<file path="config.mk">
export PLATFORM = sky130hd
export DESIGN_NAME = lsu
export DESIGN_NICKNAME = d
export VERILOG_FILES = /design/src/rtl/lsu_pkg.sv /design/src/rtl/lsu_align.sv /design/src/rtl/lsu.sv
export SDC_FILE = /design/constraint.sdc
export NUM_CORES = 1
export LEC_CHECK = 0
export BUFFER_PORTS_ARGS = -buffer_cell sky130_fd_sc_hd__buf_4
export CORE_MARGIN = 3
export CORE_UTILIZATION = 40
export DETAILED_ROUTE_END_ITERATION = 7
export SYNTH_ARGS = -nofsm -noshare
export SYNTH_HDL_FRONTEND = slang
export SYNTH_SLANG_ARGS = --single-unit
export TNS_END_PERCENT = 30
</file>
<file path="constraint.sdc">
create_clock -name clk -period 3.3 [get_ports clk]
set_input_delay 0.165 -clock clk [delete_from_list [all_inputs] [get_ports clk]]
set_output_delay 0.165 -clock clk [all_outputs]
set_load 0.05 [all_outputs]
</file>
<file path="src/rtl/lsu_pkg.sv">
// Shared constants for the load/store unit.
//   data_size_e : access size/sign encoding carried on req_size
//   lsu_state_e : sequencer states of the lsu top
//   size_bytes  : byte count of a size for a given datapath width (0 = illegal)
package lsu_pkg;

  // WORD is sign-extended on a 64-bit datapath; WORD_U zero-extends.
  typedef enum logic [2:0] {
    UNDEF  = 3'd0,
    BYTE_S = 3'd1,
    BYTE_U = 3'd2,
    HALF_S = 3'd3,
    HALF_U = 3'd4,
    WORD   = 3'd5,
    WORD_U = 3'd6,
    DWORD  = 3'd7
  } data_size_e;

  typedef enum logic [2:0] {
    IDLE  = 3'd0,
    REQ0  = 3'd1,
    WAIT0 = 3'd2,
    REQ1  = 3'd3,
    WAIT1 = 3'd4,
    DONE  = 3'd5
  } lsu_state_e;

  // Number of bytes moved by an access; 0 flags an illegal size.
  function automatic logic [3:0] size_bytes(input data_size_e s, input int unsigned xlen);
    case (s)
      BYTE_S, BYTE_U: size_bytes = 4'd1;
      HALF_S, HALF_U: size_bytes = 4'd2;
      WORD, WORD_U:   size_bytes = 4'd4;
      DWORD:          size_bytes = (xlen == 64) ? 4'd8 : 4'd0;
      default:        size_bytes = 4'd0;
    endcase
  endfunction

endpackage

</file>
<file path="src/rtl/lsu_align.sv">
// Byte-lane alignment and load extension (purely combinational).
//   i_size            : access size/sign
//   i_off             : byte offset of the address within a word
//   i_wdata           : right-aligned store data
//   i_rdata0/i_rdata1 : read captures of the first/second word
//   o_be0/o_be1       : byte enables of the first/second access
//   o_wdata0/o_wdata1 : lane-shifted store data, masked to each access
//   o_rdata           : merged, right-aligned and extended load result
module lsu_align
  import lsu_pkg::*;
#(
  parameter int XLEN = 32
) (
  input  data_size_e                  i_size,
  input  logic [$clog2(XLEN/8)-1:0]   i_off,
  input  logic [XLEN-1:0]             i_wdata,
  input  logic [XLEN-1:0]             i_rdata0,
  input  logic [XLEN-1:0]             i_rdata1,
  output logic [XLEN/8-1:0]           o_be0,
  output logic [XLEN/8-1:0]           o_be1,
  output logic [XLEN-1:0]             o_wdata0,
  output logic [XLEN-1:0]             o_wdata1,
  output logic [XLEN-1:0]             o_rdata
);

  localparam int NB = XLEN / 8;

  logic [3:0]      w_nbytes;
  logic [2*NB-1:0] w_mask;
  logic [2*NB-1:0] w_be_full;
  logic [31:0]     w_sh;
  logic [XLEN-1:0] w_rot;
  logic [XLEN-1:0] w_lane0;
  logic [XLEN-1:0] w_lane1;
  logic [XLEN-1:0] w_merged;

  assign w_nbytes = size_bytes(i_size, XLEN);
  assign w_mask   = (2*NB)'((32'd1 << w_nbytes) - 32'd1);

  // Enables spill from the first word into the second one when the access
  // crosses a word boundary; the upper half becomes the second access.
  assign w_be_full = w_mask << i_off;
  assign o_be0     = w_be_full[NB-1:0];
  assign o_be1     = w_be_full[2*NB-1:NB];

  // A rotate places every byte in its final lane for both accesses at once:
  // low bytes land in the upper lanes of word 0, the rest wrap to the low
  // lanes used by word 1. A shift by XLEN (off = 0) yields zero.
  assign w_sh  = 32'(i_off) << 3;
  assign w_rot = (i_wdata << w_sh) | (i_wdata >> (32'(XLEN) - w_sh));

  for (genvar gi = 0; gi < NB; gi++) begin : g_lane
    assign w_lane0[8*gi +: 8] = {8{o_be0[gi]}};
    assign w_lane1[8*gi +: 8] = {8{o_be1[gi]}};
  end

  assign o_wdata0 = w_rot & w_lane0;
  assign o_wdata1 = w_rot & w_lane1;

  // Second capture sits above the first, so one right shift right-aligns a
  // split load; bytes beyond the size are removed by the extension below.
  assign w_merged = XLEN'({i_rdata1, i_rdata0} >> w_sh);

  always_comb begin
    o_rdata = w_merged;
    case (i_size)
      BYTE_S:  o_rdata = XLEN'($signed(w_merged[7:0]));
      BYTE_U:  o_rdata = XLEN'(w_merged[7:0]);
      HALF_S:  o_rdata = XLEN'($signed(w_merged[15:0]));
      HALF_U:  o_rdata = XLEN'(w_merged[15:0]);
      WORD:    o_rdata = XLEN'($signed(w_merged[31:0]));
      WORD_U:  o_rdata = XLEN'(w_merged[31:0]);
      default: o_rdata = w_merged;
    endcase
  end

endmodule

</file>
<file path="src/rtl/lsu.sv">
// Load/store unit: accepts one request at a time, issues one or two
// word-aligned memory accesses and returns a single-cycle response.
//   clk, rst_n              : clock, asynchronous active-low reset
//   req_*                   : request handshake, size, address, store data
//   rsp_valid/rdata/err     : one-cycle completion with extended load data
//   mem_req/we/addr/be/wdata: memory request, held until mem_gnt
//   mem_gnt/rvalid/rdata    : memory grant and read return
module lsu
  import lsu_pkg::*;
#(
  parameter int XLEN             = 32,
  parameter bit SPLIT_MISALIGNED = 1'b1
) (
  input  logic              clk,
  input  logic              rst_n,
  input  logic              req_valid,
  output logic              req_ready,
  input  logic              req_write,
  input  data_size_e        req_size,
  input  logic [XLEN-1:0]   req_addr,
  input  logic [XLEN-1:0]   req_wdata,
  output logic              rsp_valid,
  output logic [XLEN-1:0]   rsp_rdata,
  output logic              rsp_err,
  output logic              mem_req,
  output logic              mem_we,
  output logic [XLEN-1:0]   mem_addr,
  output logic [XLEN/8-1:0] mem_be,
  output logic [XLEN-1:0]   mem_wdata,
  input  logic              mem_gnt,
  input  logic              mem_rvalid,
  input  logic [XLEN-1:0]   mem_rdata
);

  localparam int NB   = XLEN / 8;
  localparam int OFFW = $clog2(NB);

  lsu_state_e      r_state, w_state_next;
  logic            r_write;
  data_size_e      r_size;
  logic [XLEN-1:0] r_addr;
  logic [XLEN-1:0] r_wdata;
  logic            r_err;
  logic [XLEN-1:0] r_rdata0;
  logic [XLEN-1:0] r_rdata1;

  logic            w_accept;
  logic [3:0]      w_req_bytes;
  logic            w_req_cross;
  logic            w_req_err;
  logic            w_split;
  logic [XLEN-1:0] w_base;
  logic [NB-1:0]   w_be0, w_be1;
  logic [XLEN-1:0] w_wdata0, w_wdata1;
  logic [XLEN-1:0] w_rdata_ext;

  // Gated by rst_n so the port reads 0 while reset is held.
  assign req_ready = (r_state == IDLE) && rst_n;
  assign w_accept  = req_valid && req_ready;

  // Legality is decided on the incoming request so an error costs no access.
  assign w_req_bytes = size_bytes(req_size, XLEN);
  assign w_req_cross = (32'(req_addr[OFFW-1:0]) + 32'(w_req_bytes)) > 32'(NB);
  assign w_req_err   = (w_req_bytes == 4'd0) || (w_req_cross && !SPLIT_MISALIGNED);

  assign w_base  = {r_addr[XLEN-1:OFFW], {OFFW{1'b0}}};
  assign w_split = |w_be1;

  lsu_align #(.XLEN(XLEN)) u_align (
    .i_size   (r_size),
    .i_off    (r_addr[OFFW-1:0]),
    .i_wdata  (r_wdata),
    .i_rdata0 (r_rdata0),
    .i_rdata1 (r_rdata1),
    .o_be0    (w_be0),
    .o_be1    (w_be1),
    .o_wdata0 (w_wdata0),
    .o_wdata1 (w_wdata1),
    .o_rdata  (w_rdata_ext)
  );

  // State register and captures.
  always_ff @(posedge clk or negedge rst_n) begin
    if (!rst_n) begin
      r_state  <= IDLE;
      r_write  <= 1'b0;
      r_size   <= UNDEF;
      r_addr   <= '0;
      r_wdata  <= '0;
      r_err    <= 1'b0;
      r_rdata0 <= '0;
      r_rdata1 <= '0;
    end else begin
      r_state <= w_state_next;
      if (w_accept) begin
        r_write <= req_write;
        r_size  <= req_size;
        r_addr  <= req_addr;
        r_wdata <= req_wdata;
        r_err   <= w_req_err;
      end
      if (r_state == WAIT0 && mem_rvalid) r_rdata0 <= mem_rdata;
      if (r_state == WAIT1 && mem_rvalid) r_rdata1 <= mem_rdata;
    end
  end

  // Next-state logic.
  always_comb begin
    w_state_next = r_state;
    case (r_state)
      IDLE:  if (w_accept) w_state_next = w_req_err ? DONE : REQ0;
      REQ0:  if (mem_gnt) w_state_next = !r_write ? WAIT0 : (w_split ? REQ1 : DONE);
      WAIT0: if (mem_rvalid) w_state_next = w_split ? REQ1 : DONE;
      REQ1:  if (mem_gnt) w_state_next = r_write ? DONE : WAIT1;
      WAIT1: if (mem_rvalid) w_state_next = DONE;
      DONE:  w_state_next = IDLE;
      default: w_state_next = IDLE;
    endcase
  end

  // Outputs.
  always_comb begin
    mem_req   = 1'b0;
    mem_we    = 1'b0;
    mem_addr  = '0;
    mem_be    = '0;
    mem_wdata = '0;
    rsp_valid = 1'b0;
    rsp_err   = 1'b0;
    rsp_rdata = '0;
    case (r_state)
      REQ0: begin
        mem_req   = 1'b1;
        mem_we    = r_write;
        mem_addr  = w_base;
        mem_be    = w_be0;
        mem_wdata = w_wdata0;
      end
      REQ1: begin
        mem_req   = 1'b1;
        mem_we    = r_write;
        mem_addr  = w_base + XLEN'(NB);
        mem_be    = w_be1;
        mem_wdata = w_wdata1;
      end
      DONE: begin
        rsp_valid = 1'b1;
        rsp_err   = r_err;
        rsp_rdata = (r_err || r_write) ? '0 : w_rdata_ext;
      end
      default: ;
    endcase
  end

endmodule
</file>
Yosys cells after proc, flatten, opt, wreduce, memory -nomap -nowiden
Cells that the tools add are included.

operators by class
  add/sub/neg operators = 3
  eq/ne operators = 22
  shift-type cells = 5
  muxes and demuxes = 22
  bitwise gates (word level) = 3
  reduce and logical (&&, ||, !) cells = 16

operators by type and width
  operator               number
  $pmux 32 s2            2
  $pmux 32 s4            1
  $and 32x32->32         2
  $mux 32                2
  $shr 64x5->32          1
  $add 32x3->32 const B  1
  $or 32x32->32          1
  $shl 32x5->32          1
  $shr 32x32->32         1
  $eq 3x3->1 const B     8
  $mux 3                 8
  $eq 3x2->1 const B     6
  $pmux 3 s3             2
  $pmux 3 s5             1
  $reduce_or 2->1        7
  $ne 2x2->1 const B     5
  $eq 3x1->1 const B     3
  $pmux 4 s2             1
  $shl 1x3->8 const A    1
  $shl 8x2->8            1
  $sub 8x1->8 const B    1
  $sub 6x5->7 const A    1
  $mux 1                 5
  $reduce_and 5->1       1
  other kinds (5)        8

word-level totals
  flip-flop bits (word level) = 136
  input bits = 105
  output and inout bits = 105
  word-level logic and storage cells = 79

Longest topological paths before layout
Gate-level depths: netlist (run 1).

  word-level depth = 11
  mapped depth = 11
  gate-level depth less buffers = 9

Modules after synthesis
From an unflattened synthesis (run 1), not the netlist that was laid out.

second synthesis, totals
  cell total of the unflattened synthesis = 959
  area total of the unflattened synthesis = 9485.3 µm²

by module, submodules not included
  module     times used  cells each  area each (µm²)  seq. area each (µm²)
  lsu        1           576         6754.0           3403.3
  lsu_align  1           383         2731.4           0.0

Worst setup path after synthesis (run 1)
No wires, ideal clock.

  path kind = reg2out
  from = register r_addr[0]
  to = output mem_wdata[29]
  data arrival time = 4.060 ns
  data required time = 3.135 ns
  path slack = -0.925 ns
  cell stages (with the launch flop) = 12
  path buffers = 5
  path through = dfrtp_1 -> buf_2 -> inv_1 -> clkbuf_1 -> clkbuf_1 -> ha_1 -> or2_2 -> clkbuf_1 -> a21oi_1 -> buf_2 -> a222oi_1 -> nor4_1

on the way
  word-level cells in the longest chain between the ends = 5
  elaborated cells on any way between the ends = 8
  those cells by class = add/sub (1); shift (3); mux (1); bitwise (3)

RTL lines
  what                               line                              source
  from (decl)                        lsu.sv:41                         logic [XLEN-1:0] r_addr;
  from (signal assigned)             lsu.sv:98                         r_addr <= req_addr;
  $sub 6x5->7                        lsu_align.sv:50                   assign w_rot = (i_wdata << w_sh) | (i_wdata >> (32'(XLEN) - w_sh));
  $shr 32x32->32                     lsu_align.sv:50
  $or 32x32->32                      lsu_align.sv:50
  $and 32x32->32 (on tied branches)  lsu_align.sv:58, lsu_align.sv:57
  $pmux 32 s2 *                      lsu.sv:131                        case (r_state)
  to (decl)                          lsu.sv:29                         output logic [XLEN-1:0] mem_wdata,

Every way passes the cells marked *; elsewhere a longest branch is shown, timed or not.

Final worst setup path (run 1)
  from = register r_size[1]
  to = output mem_wdata[27]

on the way
  word-level cells in the longest chain between the ends = 8
  elaborated cells on any way between the ends = 16
  those cells by class = add/sub (1); eq/ne (6); shift (2); mux (2); bitwise (2); reduce/logical (3)

RTL lines
  what                                      line                              source
  from (decl)                               lsu.sv:40                         data_size_e r_size;
  from (signal assigned)                    lsu.sv:97                         r_size <= req_size;
  $eq 3x3->1, or another cell as far along  lsu_pkg.sv:30                     case (s)
  $reduce_or 2->1                           lsu_pkg.sv:30
  $pmux 3 s3 *                              lsu_pkg.sv:30
  $shl 1x3->8 *                             lsu_align.sv:38                   assign w_mask = (2*NB)'((32'd1 << w_nbytes) - 32'd1);
  $sub 8x1->8 *                             lsu_align.sv:38
  $shl 8x2->8 *                             lsu_align.sv:42                   assign w_be_full = w_mask << i_off;
  $and 32x32->32 (on tied branches)         lsu_align.sv:58, lsu_align.sv:57
  $pmux 32 s2 *                             lsu.sv:131

Marks and branches as above.

==> results of run 1 <==
==> critical path: stages (launching register included) <==
cell and delay [ns]:
dfrtp_2 0.45, or3_1 0.43, nand2_1 0.11, inv_1 0.08, ha_4 0.21, nor3b_2 0.17
o31ai_1 0.11, a21oi_1 0.13, nor2_1 0.06, buf_4 0.20, nor4_2 0.29, buf_4 0.25
==> through the flow <==
| stage | hold slack (ns) | cells |
|---|---|---|
| global placement | 0.381 | 1237 |
| finish | 0.215 | 1371 |
| floorplan | -0.131 | 788 |
| CTS | 0.195 | 1371 |
| global route | 0.259 | 1371 |
| detailed placement | 0.373 | 1237 |
==> state kept, by name (all words and copies together) (netlist names) <==
name and flops:
r_addr 32, r_rdata0 32, r_wdata 32, r_rdata1 24, r_size 3, r_state 3, r_err 1, r_write 1
==> final timing paths <==
kind	start	end
setup / recovery	r_size[1]	mem_wdata[27]
hold reg to reg	r_rdata1[18]	r_rdata1[18]
min in group asynchronous	rst_n	r_wdata[21]
setup reg to reg	r_state[1]	r_wdata[31]
max in group asynchronous	rst_n	r_addr[0]
hold / removal	req_valid	r_err
==> synth_stat cells, types with 8 or more instances <==
master	n
xor2_1	17
buf_2	20
a22oi_1	10
a221oi_1	11
nor3_1	17
dfrtp_1	128
mux2i_1	15
mux4_2	32
nand3_1	18
inv_1	16
o21ai_0	16
buf_1	8
xnor2_1	12
nand2_1	41
a21oi_1	43
mux2_2	136
nor2_1	94
nor2b_1	17
nor4_1	9
clkbuf_1	25
==> cells by family after synthesis <==
logic type      count (synthesis)  synth area share
compound gates                115            0.0914
xor+xnor                       29            0.0307
fa+ha+maj                       3           0.00453
buf+inv                        77            0.0421
flops                         128             0.387
mux                           183             0.290
other cells                     1          0.000453
simple gates                  251             0.154
==> metal layers <==
layer,up-vias,part of all wire,GRT usage
li1,3491,-,-
met1,3752,0.44,0.287
met2,200,0.49,0.361
met3,28,0.050,0.0518
met4,0,0.018,0.0645
met5,-,0,0
==> power groups by stage <==
stage / registers (W) / clock network (W) / logic [W]
2_1_floorplan: 0.00292 / 0 / 0.00565
3_3_place_gp: 0.00321 / 0 / 0.00730
3_5_place_dp: 0.00323 / 0 / 0.00730
4_1_cts: 0.00321 / 0.00200 / 0.00745
5_1_grt: 0.00337 / 0.00205 / 0.00809
6_report: 0.00324 / 0.00195 / 0.00750
==> cell type report <==
cell class	count	area, um^2
fill	1818	8380
multi-input combinational	583	4880
sequential	128	3210
timing repair buffer	341	2820
clock buffer	17	425
tap	270	338
clock inverter	14	181
inverter	18	67.6
==> timing repair <==
action | CTS | global route
hold endpoints to repair | 180 | 0
setup endpoints to repair | 14 | 33
hold buffers | 103 | 0
gates resized for setup | 1 | 7
==> results.cfg, run 1 <==
[global_route]
grt_usage = 0.219
grt_pass1_vias = 7493
grt_antenna_before_repair = 0
grt_max_degree = 74
overflow = 0
grt_pass1_wl_um = 38900

[drt]
drtIter0Drc = 369
drc = 0
ant_nets = 0
drtPass1Iterations = 7
wl_per_cell_um = 18.1
wl_um = 24800
vias_per_cell = 5.45
via_count = 7471

[floorplan]
die_area_um2 = 22500
coreArea_um2 = 20300
start_util = 0.408
die_h_um = 150
ios = 210
die_w_um = 150
rows = 52

[place]
portBuffers = 207
post_dp_cell_area_um2 = 10200
dpl.hpwl_um = 17300
gp_congestion = 0.857
dpl_worst_slack_ns = 0.379

[power_and_ir_drop]
ir_drop_mv = 0.617
power.switching_w = 0.00584
power_frac_seq = 0.256
p_per_area_nw_per_um2 = 1060
power_w = 0.0127
p_int_w = 0.00685
leakagePower_nw = 5.16
pwr-share-comb = 0.591
switching_share = 0.460
clkPwrFrac = 0.153

[clock_network]
path_clk_slew_ns = 0.06
clock_sinks = 128
clockBufferDepth = 2
cts_setup_buffers = 0
insertion_delay_ns = 0.41
ctsRootBufferMaster = clkbuf_16
tritoncts = yes
numCtsBuffers = 17
htreeDepth = 4

[run_status]
outcome = finished, final reports clean

[setup_path]
critical_path_class = flip-flop to primary output
worstPathArrival_ns = 2.91
critPathLaunchType = flip-flop
worstPathMaxFanout = 15
reg2reg_slack_ns = 0.89
end_kind = primary output
rr_worst_depth = 5
critPathRequiredTime_ns = 3.13

[final_layout]
final_cell_mix = buf_4 (237), mux2_2 (136), dfrtp_1 (124), dlygate4sd3_1 (103), nor2_1 (94)
fin_util = 0.587
final_common_cell = buf_4
layout-drive-gt1-share = 0.427
finish.instance_area_um2 = 11900
fin_nets = 1197
diodes = 0
area_growth_pct = 43.9

[sta]
finalMaxSlewViolations = 0
setup_tns_ns = 0
setup_viol = 0
fmax_ghz = 0.325
max-slew-margin-rel = 0.371
finClkSkew_ns = 0.00930
timing_hold_violations_final = 0
post-route-period-util = 0.932
worstMarginPinSlew_ns = 0.944
grt_setup_unrepaired = false
fin_crit_ns = 3.08
worst_slack_ns = 0.225

[logic_synthesis]
synthCells = 787
ys_ff_latch = 128
synth.distinct_cells = 65
synth_area_leaders = dfrtp_1 (39%), mux2_2 (18%), mux4_2 (8.7%)
synth_area_leader_cell = dfrtp_1
synth.yosys.seq_area_share = 0.387
synth.cell_area_um2 = 8290
yosysWarnings = 0
netlist.area_leader.share = 0.387
async_reset_ff_frac = 1.00
synth_ff_type = dfrtp_1
avgSynthCellArea_um2 = 10.5
synth_edf_count = 0

[hold_path]
hold_path.class = primary input to flip-flop
holdPathStages = 4

[run]
max-cap-violations = 0
Power figures use the tool's default switching activity.
==> run 2, diff against run 1 <==
- MAX_ROUTING_LAYER: default -> met4
- clock period: 3.3 -> 3.9 ns (I/O delays scaled with it)
==> results.cfg, run 2 (synthesized netlist as in run 1, its figures left out) <==
[power_and_ir_drop]
ir_drop_mv = 0.470
leakagePower_nw = 4.82
p_per_area_nw_per_um2 = 921

[sta]
fmax_ghz = 0.279
max-slew-margin-rel = 0.339
worstMarginPinSlew_ns = 0.992
timing_hold_violations_final = 0
fin_crit_ns = 3.59
finalMaxSlewViolations = 0
post-route-period-util = 0.920
finClkSkew_ns = 0.00723
setup_viol = 0
grt_setup_unrepaired = false

[drt]
ant_nets = 0
vias_per_cell = 5.57
drtIter0Drc = 472
via_count = 7260
wl_um = 24600
wl_met3_um = 1570
drtPass1Iterations = 6
wl_met1_um = 10700
wl_met2_um = 11900
wl_per_cell_um = 18.9
routed.top_layer = met4
drc = 0

[setup_path]
rr_worst_depth = 4
worstPathArrival_ns = 3.39
reg2reg_slack_ns = 1.31
worstPathMaxFanout = 10
critical_path_class = flip-flop to primary output
rr_startpoint = r_state[1]
r2r_end = r_wdata[30]
setup.worst_path.end = mem_wdata[30]
critPathLaunchType = flip-flop
end_kind = primary output
critPathRequiredTime_ns = 3.70
cp-startpoint = r_addr[1]

[clock_network]
numCtsBuffers = 17
ctsRootBufferMaster = clkbuf_16
tritoncts = yes
insertion_delay_ns = 0.42
clockBufferDepth = 2
clock_sinks = 128
htreeDepth = 4
path_clk_slew_ns = 0.06
cts_setup_buffers = 0

[global_route]
grt_usage = 0.225
overflow = 0
grt_max_degree = 73
grt_pass1_wl_um = 38900
grt_pass1_vias = 7342
grt_antenna_before_repair = 1

[floorplan]
die_area_um2 = 22500
ios = 210
rows = 52
die_h_um = 150
coreArea_um2 = 20300
die_w_um = 150
start_util = 0.408

[final_layout]
fin_nets = 1131
stdcell_count = 1303
final.fill_count = 1865
area_growth_pct = 33.7
layout-drive-gt1-share = 0.431
multi_input_area_um2 = 4770
final_common_cell = buf_4
top_regs = r_addr: 32 flops, r_rdata0: 32 flops, r_wdata: 32 flops
final_cell_mix = buf_4 (226), mux2_2 (136), dfrtp_1 (125), nor2_1 (94), dlygate4sd3_1 (48)
final-seq-area_um2 = 3210
finish.instance_area_um2 = 11100

[run]
max-cap-violations = 0

[place]
gp_congestion = 0.879
dp.cells = 1226
portBuffers = 207
dpl.hpwl_um = 17200
post_dp_cell_area_um2 = 10100

[hold_path]
hold_path.class = primary input to flip-flop

[run_status]
outcome = finished, final reports clean
-- run 2: how the worst min path moves through the flow --
stage	from	to	depth (start not counted)	slack, ns
after global placement	rst_n	r_wdata[15]	2	0.43
after detailed placement	rst_n	r_wdata[13]	2	0.43
after CTS	req_wdata[23]	r_wdata[23]	2	0.0007
final	mem_rdata[31]	r_rdata0[31]	2	0.02
after global routing	req_wdata[23]	r_wdata[23]	2	0.00001
after floorplan	rst_n	r_addr[0]	0	-0.10
-- run 2: critical path, stage by stage, from the launching register on --
cell      delay [ns]
dfrtp_2         0.35
clkinv_1        0.26
ha_1            0.39
or2_2           0.39
a21oi_1         0.65
a222oi_1        0.19
nor4_1          0.45
buf_4           0.29
-- run 2: area by class of cell --
class,instances,area share
clock buffer,18,0.0396
clock inverter,10,0.00621
antenna,1,0.000226
multi-input combinational,583,0.430
timing repair buffer,275,0.197
inverter,18,0.00610
tap,270,0.0305
sequential,128,0.290
-- run 2: report_power, final --
group	internal (W)	leakage [nW]	switching, W	total, W
sequential	0.00200	1.53	0.000798	0.00280
clock	0.000811	0.246	0.000590	0.00140
combinational	0.00262	3.05	0.00338	0.00600
total	0.00544	4.82	0.00476	0.0102
-- run 2: what timing repair did --
| item | in CTS | in global routing |
|---|---|---|
| hold buffers | 47 | 1 |
| setup endpoints to repair | 0 | 19 |
| hold endpoints to repair | 58 | 1 |
| resized for setup | 0 | 2 |
-- run 2: metrics by stage --
stage               total power (W)  worst slack [ns]  hold slack, ns  setup TNS, ns  utilization
floorplan                   0.00713            -0.209          -0.101         -0.967            -
global placement            0.00866             0.622           0.428              0        0.497
detailed placement          0.00871             0.619           0.430              0        0.497
CTS                          0.0102             0.159        0.000694              0        0.545
global route                 0.0109            0.0169       0.0000148              0        0.546
finish                       0.0102             0.313          0.0158              0        0.546
-- run 2: metal layers --
metal	track usage	up-vias
li1	-	3366
met1	0.296	3606
met4	0.0599	0
met5	-	-
met3	0.0509	38
met2	0.355	250
